--- src/rtl/ram_host_port.sv ---
`default_nettype none
// ============================================================================
//  Module   : ram_host_port
//  Purpose  : Host-side front end for one port of a synchronous dual-port RAM.
//             Turns a req/ack byte-addressed bus with byte enables into RAM
//             word accesses. Partial writes are read-modify-write; read data
//             is returned registered and out-of-range words are flagged.
//  Revision : 1.0  initial release
// ============================================================================
module ram_host_port #(
   parameter int DAT_WIDTH = 32,
   parameter int ADR_WIDTH = 32,
   parameter int MEM_SIZE  = 1024
) (
   input  logic                   clk,
   input  logic                   rst_n,
   input  logic                   req_i,
   input  logic                   we_i,
   input  logic [ADR_WIDTH-1:0]   adr_i,
   input  logic [DAT_WIDTH/8-1:0] be_i,
   input  logic [DAT_WIDTH-1:0]   wdat_i,
   output logic                   ack_o,
   output logic                   resp_o,
   output logic [DAT_WIDTH-1:0]   rdat_o,
   output logic                   err_o,
   output logic [ADR_WIDTH-1:0]   ram_adr_o,
   output logic                   ram_we_o,
   output logic [DAT_WIDTH-1:0]   ram_dat_o,
   input  logic [DAT_WIDTH-1:0]   ram_dat_i
);

   localparam int c_BYTES = DAT_WIDTH / 8;
   localparam int c_LSB   = (c_BYTES > 1) ? $clog2(c_BYTES) : 0;

   localparam logic [1:0] c_IDLE      = 2'd0;
   localparam logic [1:0] c_RD_WAIT   = 2'd1;
   localparam logic [1:0] c_RMW_MERGE = 2'd2;

   logic [1:0]           r_state;
   logic [ADR_WIDTH-1:0] r_word;
   logic [c_BYTES-1:0]   r_be;
   logic [DAT_WIDTH-1:0] r_wdat;
   logic                 r_we;
   logic                 r_oor;
   logic                 r_resp;
   logic                 r_err;
   logic [DAT_WIDTH-1:0] r_rdat;

   logic [ADR_WIDTH-1:0] w_word;
   logic                 w_oor;
   logic                 w_be_full;
   logic                 w_be_zero;
   logic                 w_idle;
   logic [DAT_WIDTH-1:0] w_merge;

   // Host byte address to RAM word index, plus range and byte-enable decode
   always_comb begin
      w_word    = adr_i >> c_LSB;
      w_oor     = (w_word >= ADR_WIDTH'(MEM_SIZE));
      w_be_full = &be_i;
      w_be_zero = ~|be_i;
      w_idle    = (r_state == c_IDLE);
   end

   // Byte-wise merge of held write data over the word just read back
   generate
      for (genvar k = 0; k < c_BYTES; k++) begin : g_byte
         assign w_merge[8*k +: 8] = r_be[k] ? r_wdat[8*k +: 8] : ram_dat_i[8*k +: 8];
      end
   endgenerate

   // Acceptance and RAM drive; the RAM sees the live address only while idle
   always_comb begin
      ack_o     = rst_n & req_i & w_idle;
      ram_adr_o = w_idle ? w_word : r_word;
      ram_dat_o = (r_state == c_RMW_MERGE) ? w_merge : wdat_i;
      ram_we_o  = rst_n & ((ack_o & we_i & w_be_full & ~w_oor) |
                           ((r_state == c_RMW_MERGE) & r_we & ~r_oor));
   end

   // Request capture, state sequencing and registered responses
   always_ff @(posedge clk or negedge rst_n) begin
      if (!rst_n) begin
         r_state <= c_IDLE;
         r_word  <= '0;
         r_be    <= '0;
         r_wdat  <= '0;
         r_we    <= 1'b0;
         r_oor   <= 1'b0;
         r_resp  <= 1'b0;
         r_err   <= 1'b0;
         r_rdat  <= '0;
      end else begin
         r_resp <= 1'b0;
         r_err  <= 1'b0;
         case (r_state)
            c_IDLE: begin
               if (ack_o) begin
                  r_word <= w_word;
                  r_be   <= be_i;
                  r_wdat <= wdat_i;
                  r_we   <= we_i;
                  r_oor  <= w_oor;
                  if (!we_i) begin
                     r_state <= c_RD_WAIT;
                  end else if (!w_be_full && !w_be_zero) begin
                     // out-of-range partial writes still take the RMW slot
                     // so their response latency matches in-range ones
                     r_state <= c_RMW_MERGE;
                  end else begin
                     r_resp <= 1'b1;
                     r_err  <= w_oor;
                  end
               end
            end
            c_RD_WAIT: begin
               r_rdat  <= r_oor ? '0 : ram_dat_i;
               r_resp  <= 1'b1;
               r_err   <= r_oor;
               r_state <= c_IDLE;
            end
            c_RMW_MERGE: begin
               r_resp  <= 1'b1;
               r_err   <= r_oor;
               r_state <= c_IDLE;
            end
            default: r_state <= c_IDLE;
         endcase
      end
   end

   assign resp_o = r_resp;
   assign err_o  = r_err;
   assign rdat_o = r_rdat;

endmodule
`default_nettype wire
--- config.mk ---
export PLATFORM = sky130hd
export DESIGN_NAME = ram_host_port
export DESIGN_NICKNAME = d
export VERILOG_FILES = /design/src/rtl/ram_host_port.sv
export SDC_FILE = /design/constraint.sdc
export NUM_CORES = 1
export LEC_CHECK = 0
export CAP_MARGIN = 20
export CORE_UTILIZATION = 40
export CTS_CLUSTER_DIAMETER = 200
export DETAILED_ROUTE_END_ITERATION = 7
export HOLD_SLACK_MARGIN = 0.08
export PLACE_DENSITY = 0.77
export SYNTH_ARGS = -nofsm -noshare
export SYNTH_HDL_FRONTEND = slang
export SYNTH_SLANG_ARGS = --single-unit
--- constraint.sdc ---
create_clock -name clk -period 1.5 [get_ports clk]
set_input_delay 0.3 -clock clk [delete_from_list [all_inputs] [get_ports clk]]
set_output_delay 0.3 -clock clk [all_outputs]
set_load 0.03 [all_outputs]
==> out/metrics.cfg <==
[outcome]
status=complete, but fails checks
violations=setup timing

[worst_setup_path]
worstPathCellList=inv_2, ha_4, buf_6, clkbuf_16, mux2_4, buf_6
rrSetupSlack_ns=-0.30
required_ns=1.20
critPathKind=register to output port
cpLargestDelayFamily=buffers and inverters
cp_common_cell=buf_6
worstPathArrival_ns=1.80
critPathLaunchType=register
crit_buf_inv=4
cp_max_fo=6
crit_path_end_kind=output port
slowest_stage=dfrtp_1
cpPeakStageDelay_ns=0.39

[logic_synthesis]
synthDistinctLibCells=27
synth_warnings=0
postSynthAreaPerCell_um2=8.66
synth_seq_cells=104
synth_edf_count=0
synth_top_cells_by_area=dfrtp_1 (50%), nand2_1 (15%), mux2_2 (6.5%), mux2i_1 (6.1%), nand3b_1 (4.7%)
seq_area_frac_synth_pct=49.7
ys.flop_type=dfrtp_1
synth_largest_area_cell=dfrtp_1
ys_async_sr_fraction_pct=100
synthCells=605
synth_top_area_share_pct=49.7
netlist_area_um2=5240

[routing]
vias=5490
drc=0
vias_per_cell=5.18
dr.pass1.iters=4
wire_per_inst_um=19.0
ant_nets=0
totalWireLength_um=20100
drt-initial-drc-count=292

[clock_network]
cts_tree=built
clock_latency_ns=0.35
cts.clk_slew.worst_paths_ns=0.07
htreeDepth=3
cts.sinks=104
cts_made_buffers=9
clock_path_buffers=2
cts_root_buf=clkbuf_16

[die]
num_rows=41
die_w_um=116
pin_count=204
die-area_um2=13600
start_util_pct=41.3
fp.dieH_um=116
core_area_um2=12700

[timing]
finalHoldViolCount=0
drv_slew=0
setup_viol=132
setup_tns_ns=-47.69
layout_setup_ws_ns=-0.599
fin_crit_sh_pct=140
relSlewSlack_pct=36.0
fmax_mhz=476
finalClockSkew_ns=0.0101
tightest_slew_ns=0.960
rsz0062_at_grt=yes
min_period_ns=2.10
holdWs_ns=0.276

[cells_and_area]
nets=991
fin_util_pct=79.8
drive_gt1_share_pct=43.9
finalInstanceArea_um2=10100
areaGrowthSynthToFinish_pct=93.0
antennaDiodeCount=0
final_cell_mix=nand2_1 (104), dfrtp_1 (104), clkdlybuf4s50_1 (96), buf_6 (81), nand2_2 (65)
finalNonFillerCells=1060
fill_cells=759

[placement]
gp_congestion=0.782
dp_slack_ns=-0.662
placed_area_um2=8220
hpwl_um=11400
dpl.cell_count=1004
port_buffers=199

[global_routing]
grt_pass1_wl_um=28700
grt_max_degree=76
track_usage_pct=28.0
grt-ovfl-total=0
grt_pass1_vias=5628
antenna_found_initial=0

[flow_run]
max-cap-violations=0

[power]
power_density_nw_per_um2=1980
p_leak_nw=4.98
peakVddDrop_mv=1.25
power_mw=20.1

[min_path]
hp-class=input port to register

## state kept, by name, summed over array words and instances (netlist names)
register / count
err_o: 1
r_state: 2
r_word: 30
r_wdat: 32
r_oor: 1
r_be: 4
resp_o: 1
rdat_o: 32
r_we: 1
## layout make-up
class	instances	area, um2	share of cell area [%]
timing repair buffer	307	3490	34.6
multi-input combinational	425	3390	33.6
sequential	104	2600	25.7
clock buffer	12	246	2.44
tap	172	215	2.13
inverter	36	138	1.36
clock inverter	4	20.0	0.198
## per-layer routing
metal	wire length (um)	GRT usage [%]
met5	0	0
met4	423	10.5
met3	1240	5.29
met2	10400	48.9
met1	8070	34.3
## worst paths after layout
kind | startpoint | endpoint | depth (start not counted)
max | r_state[0] | ram_adr_o[15] | 6
min | adr_i[28] | r_word[26] | 3
max reg2reg | r_state[1] | r_wdat[17] | 12
min reg2reg | r_wdat[3] | r_wdat[3] | 2
max in group asynchronous | rst_n | r_word[5] | 2
min in group asynchronous | rst_n | r_wdat[4] | 2
## worst register-to-register path: cells and delay by family, from the launching register on
kind / cells / cell delay [ns]
buffers and inverters: 8 / 0.93
adders and majority gates: 1 / 0.19
and+or+nand+nor: 3 / 0.19
DFF: 1 / 0.38
## cell usage after synthesis, types with 6 or more instances
| cell type | count |
|---|---|
| dfrtp_1 | 104 |
| a21oi_1 | 33 |
| nand3b_1 | 33 |
| clkbuf_1 | 22 |
| mux2i_1 | 32 |
| o21ai_0 | 34 |
| nor2_1 | 36 |
| inv_1 | 35 |
| buf_1 | 6 |
| nand2_1 | 205 |
| buf_2 | 11 |
| mux2_2 | 30 |
## report_power, final
group	total (mW)	leakage, nW	switching, mW	internal (mW)
logic	13.0	3.53	6.83	6.20
clock network	2.21	0.136	1.04	1.16
registers	4.82	1.32	0.766	4.05
## logic make-up after synthesis
| logic type | synth area share, % |
|---|---|
| simple gates | 23.7 |
| flops | 49.7 |
| buf+inv | 5.92 |
| compound gates | 7.14 |
| mux | 12.6 |
| fa+ha+maj | 0.956 |
| other cells | 0.0716 |
## what timing repair did
action                     in CTS  in global routing
resized for setup             235                132
hold buffers                    2                  0
pin swaps                      21                 83
setup buffers                  19                 14
gates cloned                   10                  5
setup endpoints to repair     168                136
hold endpoints to repair       29                  0
(Power assumes the default switching activity.)
